==> src/rtl/alu_pkg.sv <==
// Shared ALU sweep definitions: default widths, ALU opcode encodings and the
// sweep controller state enum.
package alu_pkg;
    localparam int DATA_W = 4;
    localparam int OP_W   = 2;

    localparam logic [1:0] OP_ADD = 2'b00;
    localparam logic [1:0] OP_SUB = 2'b01;
    localparam logic [1:0] OP_AND = 2'b10;
    localparam logic [1:0] OP_OR  = 2'b11;

    typedef enum logic [1:0] {IDLE, SWEEP, OUT} state_t;
endpackage

==> src/rtl/alu_sweep_ctrl.sv <==
// Runs both operands through every opcode of an external ALU, buffers the results,
// then streams them out. Define ALU_SWEEP_MASK_EN to add an op_mask result filter.
module alu_sweep_ctrl #(
    parameter int DATA_W = alu_pkg::DATA_W,
    parameter int OP_W   = alu_pkg::OP_W
) (
    input  logic              clk,
    input  logic              reset,
    input  logic              start,
`ifdef ALU_SWEEP_MASK_EN
    input  logic [2**OP_W-1:0] op_mask,
`endif
    input  logic [DATA_W-1:0] a,
    input  logic [DATA_W-1:0] b,
    output logic [DATA_W-1:0] alu_inA,
    output logic [DATA_W-1:0] alu_inB,
    output logic [OP_W-1:0]   alu_op,
    input  logic [DATA_W-1:0] alu_ans,
    output logic              res_valid,
    input  logic              res_ready,
    output logic [DATA_W-1:0] res_data,
    output logic [OP_W-1:0]   res_op,
    output logic              busy,
    output logic              done
);
    import alu_pkg::*;

    localparam int NUM = 2**OP_W;

    state_t            state;
    logic [DATA_W-1:0] opA, opB;
    logic [OP_W-1:0]   opCnt, rdPtr;
    logic [DATA_W-1:0] bufMem [NUM];
    logic [NUM-1:0]    maskQ;
    logic              doneQ;
    logic [OP_W:0]     firstHit, nextHit;

    // {found, index} of the lowest set mask bit at or above 'from'.
    function automatic logic [OP_W:0] seekSet(input logic [NUM-1:0] m, input int from);
        logic [OP_W:0] r;
        r = '0;
        for (int i = NUM - 1; i >= 0; i--)
            if (i >= from && m[i]) r = {1'b1, OP_W'(i)};
        return r;
    endfunction

    assign firstHit = seekSet(maskQ, 0);
    assign nextHit  = seekSet(maskQ, int'(rdPtr) + 1);

`ifndef ALU_SWEEP_MASK_EN
    assign maskQ = '1;
`endif

    always_ff @(posedge clk) begin
        if (reset) begin
            state <= IDLE;
            opCnt <= '0;
            rdPtr <= '0;
            opA   <= '0;
            opB   <= '0;
            doneQ <= 1'b0;
`ifdef ALU_SWEEP_MASK_EN
            maskQ <= '0;
`endif
        end else begin
            doneQ <= 1'b0;
            case (state)
                IDLE: if (start) begin
                    opA   <= a;
                    opB   <= b;
                    opCnt <= '0;
`ifdef ALU_SWEEP_MASK_EN
                    maskQ <= op_mask;
`endif
                    state <= SWEEP;
                end
                SWEEP: begin
                    opCnt <= opCnt + 1'b1;
                    if (opCnt == OP_W'(NUM - 1)) begin
                        // An empty mask has nothing to drain, so finish straight away.
                        if (firstHit[OP_W]) begin
                            state <= OUT;
                            rdPtr <= firstHit[OP_W-1:0];
                        end else begin
                            state <= IDLE;
                            doneQ <= 1'b1;
                        end
                    end
                end
                OUT: if (res_ready) begin
                    if (nextHit[OP_W]) begin
                        rdPtr <= nextHit[OP_W-1:0];
                    end else begin
                        state <= IDLE;
                        rdPtr <= '0;
                        doneQ <= 1'b1;
                    end
                end
                default: state <= IDLE;
            endcase
        end
    end

    // Result buffer is only ever read in OUT after a full sweep, so it needs no reset.
    always_ff @(posedge clk) begin
        if (state == SWEEP) bufMem[opCnt] <= alu_ans;
    end

    assign alu_inA   = (state == SWEEP) ? opA   : '0;
    assign alu_inB   = (state == SWEEP) ? opB   : '0;
    assign alu_op    = (state == SWEEP) ? opCnt : '0;
    assign res_valid = (state == OUT);
    assign res_data  = (state == OUT) ? bufMem[rdPtr] : '0;
    assign res_op    = (state == OUT) ? rdPtr : '0;
    assign busy      = (state != IDLE);
    assign done      = doneQ;
endmodule

==> config.mk <==
export PLATFORM = sky130hd
export DESIGN_NAME = alu_sweep_ctrl
export DESIGN_NICKNAME = d
export VERILOG_FILES = /design/src/rtl/alu_pkg.sv /design/src/rtl/alu_sweep_ctrl.sv
export SDC_FILE = /design/constraint.sdc
export NUM_CORES = 1
export LEC_CHECK = 0
export CAP_MARGIN = 10
export CELL_PAD_IN_SITES_DETAIL_PLACEMENT = 0
export CELL_PAD_IN_SITES_GLOBAL_PLACEMENT = 1
export CORE_MARGIN = 4
export CORE_UTILIZATION = 38
export CTS_BUF_LIST = sky130_fd_sc_hd__clkbuf_16
export DETAILED_ROUTE_END_ITERATION = 8
export PLACE_DENSITY_LB_ADDON = 0.1
export RECOVER_POWER = 25
export REMOVE_ABC_BUFFERS = 1
export SLEW_MARGIN = 20
export SYNTH_ARGS = -nofsm -noshare
export SYNTH_HDL_FRONTEND = slang
export SYNTH_SLANG_ARGS = --single-unit
export TNS_END_PERCENT = 5
==> constraint.sdc <==
create_clock -name clk -period 1.5 [get_ports clk]
set_input_delay 0.3 -clock clk [delete_from_list [all_inputs] [get_ports clk]]
set_output_delay 0.3 -clock clk [all_outputs]
set_load 0.02 [all_outputs]
Word-level counts from Yosys, hierarchy flattened:

Memory sizes are Yosys's and may differ from the RTL's. A register that Yosys moved wholly into a read port is not among the register bits.
Cells that the tools add are included.

* add/sub/neg operators: 2
* magnitude comparators: 4
* equality and inequality tests: 7
* multiplexer cells: 25
* bitwise gates (word level): 2
* reduce and logical (&&, ||, !) cells: 9

Operator list (number)
* $mux 2: 12
* $mux 3: 4
* $mux 4: 3
* $pmux 2 s2: 2
* $ge 1x3->1 const A: 2
* $ge 2x3->1 const A: 2
* $ne 2x2->1 const B: 3
* $pmux 2 s3: 1
* $reduce_bool 2->1: 3
* $eq 2x2->1 const B: 2
* $reduce_and 2->1: 2
* $reduce_and 4->1: 1
* $add 2x1->3 const B: 1
* $mux 1: 3
* $reduce_and 3->1: 1
* $reduce_or 3->1: 1
* $add 2x1->2 const B: 1
* $eq 2x1->1 const B: 1
* $logic_not 2->1: 1
* $ne 2x1->1 const B: 1
* $not 1->1: 2

* flip-flop bits (word level): 15
* bits in writable memories: 16
* input port bits: 16
* output and inout bits: 19
* word-level logic and storage cells: 56
* memories kept: 1

Memory list
* bufMem: depth 4, width 4, rd ports 1, clocked after memory_dff 1, write ports 1, RTL line alu_sweep_ctrl.sv:33 `logic [DATA_W-1:0] bufMem [NUM];`

Depth between registers and ports, before layout:

Gate-level depths: netlist (run 1).

* depth in word-level cells: 11
* gate-level depth with buffers: 5
* mapped depth without buffers: 4

Worst setup path after synthesis (run 1):

No wires, ideal clock.

* path type: reg-to-output
* from: register with a tool-made name
* to: output res_data[0]
* data arrival time: 1.159 ns
* required time: 1.200 ns
* path slack: 0.041 ns
* stages on the path, launching flop included: 3
* buffers on the path: 0
* path through: dfxtp_1 -> mux4_2 -> and2_1

RTL lines
* end: declaration: RTL line alu_sweep_ctrl.sv:21 `output logic [DATA_W-1:0] res_data,`

==> results of run 1 <==
## routing by layer
metal | wire [um] | vias to the layer above | GRT usage
li1 | - | 504 | -
met1 | 1150 | 452 | 0.142
met2 | 1330 | 34 | 0.199
met3 | 215 | 6 | 0.0638
met4 | 77 | 0 | 0.0766
met5 | 0 | - | 0
## final cells by class
type	instances	area [um2]	share of cell area
Clock buffer	5	125	0.0601
Clock inverter	3	37.5	0.0180
Inverter	4	15.0	0.00721
Multi-Input combinational cell	73	578	0.277
Sequential cell	33	827	0.397
Tap cell	48	60.1	0.0288
Timing Repair Buffer	49	440	0.211
## metrics by stage
stage	cell area [um2]	std cells	TNS, ns	hold WS, ns	worst slack [ns]
floorplan	1400	110	0	0.369	0.0412
global placement	1910	207	-4.93	0.466	-0.490
detailed placement	1910	207	-5.24	0.478	-0.514
CTS	2070	215	-1.54	0.493	-0.257
global route	2080	215	-1.99	0.525	-0.286
finish	2080	215	-1.04	0.487	-0.240
## cell usage in the layout, fill, tap and decap left out, types with 2 or more instances in the layout
cell type,instances
a21oi_1,7
and2_1,10
and2_4,6
buf_2,3
buf_4,20
buf_6,10
clkbuf_16,5
clkdlybuf4s50_1,12
dfxtp_1,14
dfxtp_2,2
dlygate4sd3_1,3
edfxtp_1,16
ha_1,5
inv_1,5
mux2i_1,8
mux4_2,4
nand2_1,4
nor2_1,11
nor3_1,3
nor4_1,2
or3_1,2
## power by group through the flow
| stage | Combinational [uW] | Clock, uW | Sequential [uW] |
|---|---|---|---|
| 6_report | 205 | 1120 | 989 |
| 5_1_grt | 226 | 1200 | 991 |
| 4_1_cts | 208 | 1150 | 989 |
| 3_5_place_dp | 212 | 0 | 1010 |
| 3_3_place_gp | 207 | 0 | 1010 |
| 2_1_floorplan | 92.0 | 0 | 1010 |
## critical path: stages (launching register included)
cell and delay, ns:
dfxtp_4 0.38, mux4_2 0.51, and2_4 0.15, buf_6 0.12
## worst min-delay path by stage
stage | cells after the start | endpoint | slack (ns)
6_report | 2 | opB[2] | 0.49
5_1_grt | 2 | opA[1] | 0.52
4_1_cts | 2 | opB[0] | 0.49
3_5_place_dp | 2 | opB[2] | 0.48
3_3_place_gp | 2 | opB[1] | 0.47
2_1_floorplan | 1 | flop | 0.37
## sequential cells by signal, summed over array words and instances (netlist names), named ones only
signal,cells
bufMem,16
done,1
opA,4
opB,4
opCnt,2
rdPtr,2
state,2
## Yosys cell counts
library cell  instances
clkbuf_1              2
a21oi_1               7
buf_1                 1
mux4_2                4
nor2b_4               1
nor3_1                3
and2b_1               1
a22oi_1               1
nor3b_2               1
nor3b_1               1
or2_2                 1
or3_1                 2
a221o_1               1
edfxtp_1             16
and2_1               17
buf_6                 3
nor2b_1               1
dfxtp_1              17
nand2_1               4
nor2_1               11
ha_1                  5
inv_1                 4
and4bb_2              1
nor4_1                2
nand3_1               1
buf_2                 1
mux2i_1               8
## repair_timing
item / CTS / global route
endpoints found under the setup margin: 18 / 29
pin swaps: 7 / 3
endpoints found under the hold margin: 0 / 0
resized for setup: 106 / 7
## kinds of logic (layout without fill, tap and decap cells)
| family | after synthesis | in the layout | synth area share |
|---|---|---|---|
| AND/OR/NAND/NOR | 47 | 47 | 0.190 |
| flip-flops | 33 | 33 | 0.568 |
| multiplexers | 12 | 12 | 0.118 |
| buffers and inverters | 11 | 61 | 0.0450 |
| AO/OA/AOI/OAI | 9 | 9 | 0.0364 |
| adder cells (fa/ha/maj) | 5 | 5 | 0.0433 |
==> out/results.txt, run 1 <==
routed vias -> 996
# port buffers -> 34
top-level port count -> 35
worst-case reg-to-reg path depth -> 4
first-pass GRT wire length -> 4780 um
ant diodes -> 0
clock buffer depth -> 2
syn_area_per_cell -> 12.4 um2
final WL -> 2770 um
fmax -> 575 MHz
logic gate share of total power -> 0.088
Final nets -> 187
P_int -> 1860 uW
Std-Cell Rows -> 22
clk slew on worst S/H paths -> 0.05 ns
worst r2r src -> state[1]
critical path arrival -> 1.44 ns
DR vias/cell -> 4.63
DP HPWL -> 2060 um
critical path class -> reg -> out
H-tree levels -> 2
synthesized instance count -> 117
Fill cells -> 321
worst-path maximum fanout -> 4
Util after Layout -> 0.569
fin crit share -> 1.16
layout cell share with drive strength beyond 1 -> 0.347
Setup Fix Bufs, Post-CTS -> 0
P per Cell Area -> 1110 mW/mm2
worst hold path type -> reg -> reg
clock share of power -> 0.485
final hold viol count -> 0
largest net degree at the start of global routing -> 11
Synth area leader -> edfxtp_1
Die H -> 69.7 um
register bit total from synthesis -> 33
synth warn -> 0
VDD IR-drop max -> 0.619 mV
Hold Startpoint -> opB[2]
core area -> 0.00366 mm2
Routed Antenna Nets -> 0
number of global-route vias before repair -> 1013
leak pwr -> 0.000865 uW
Max transition margin -> 0.768
Max Slew Vio Count -> 0
Worst Max-Slew Pin Slew -> 0.347 ns
post-synth top area share -> 0.332
Reg2Reg Setup Slack -> 0.10 ns
Sw Pwr -> 458 uW
Initial Utilization -> 0.395
Seq pwr share -> 0.427
drt drc -> 0
area grow syn2layout -> 44.2%
worst flop-to-flop path endpoint -> bufMem[0][0]
outcome -> finished, violations left
later-pin clock latency in the skew report -> 0.28 ns
worst setup path end -> res_data[0]
CTS sink count -> 33
Synth Cell Area -> 0.00145 mm2
CP Launch Type -> flop
initial DRC count -> 115
Overall Global Routing Usage -> 0.129
CTS Hold Bufs -> 0
setup ws final -> -0.240 ns
Die X -> 69.7 um
CTS buffer count -> 5
failing checks -> negative setup slack
CTS tree -> built
Overflow after GRT -> 0
register area share after synthesis -> 0.568
post-synthesis cell type count -> 27
routability cong. -> 0.753
Net Sw Frac -> 0.198
initial antenna violation count -> 0
Pwr Total -> 2320 uW
Final setup viols -> 12
drt pass-1 iters -> 4
Max-Cap Viols -> 0
Req. time, crit path -> 1.20 ns
top cells by area, synth -> edfxtp_1 (33%), dfxtp_1 (24%), and2_1 (7.4%)
min Tclk post-route -> 1.74 ns
Avg WL per Cell -> 12.9 um
Worst Setup End Kind -> output pin
die area -> 0.00485 mm2
Post-Route Skew -> 0.00450 ns
root buf cell -> clkbuf_16
RSZ-0062 raised after global routing -> yes
Note: power is estimated with default switching activity, not from simulation.
==> inputs of run 2 (changes only) <==
--- a/config.mk
+++ b/config.mk
@@ -11,6 +11,7 @@
 export CORE_MARGIN = 4
 export CORE_UTILIZATION = 38
 export CTS_BUF_LIST = sky130_fd_sc_hd__clkbuf_16
+export CTS_CLUSTER_DIAMETER = 60
 export DETAILED_ROUTE_END_ITERATION = 8
 export PLACE_DENSITY_LB_ADDON = 0.1
 export RECOVER_POWER = 25
==> results of run 2 <==
Same layout as run 1: the final DEF is identical, and so are final timing and power.
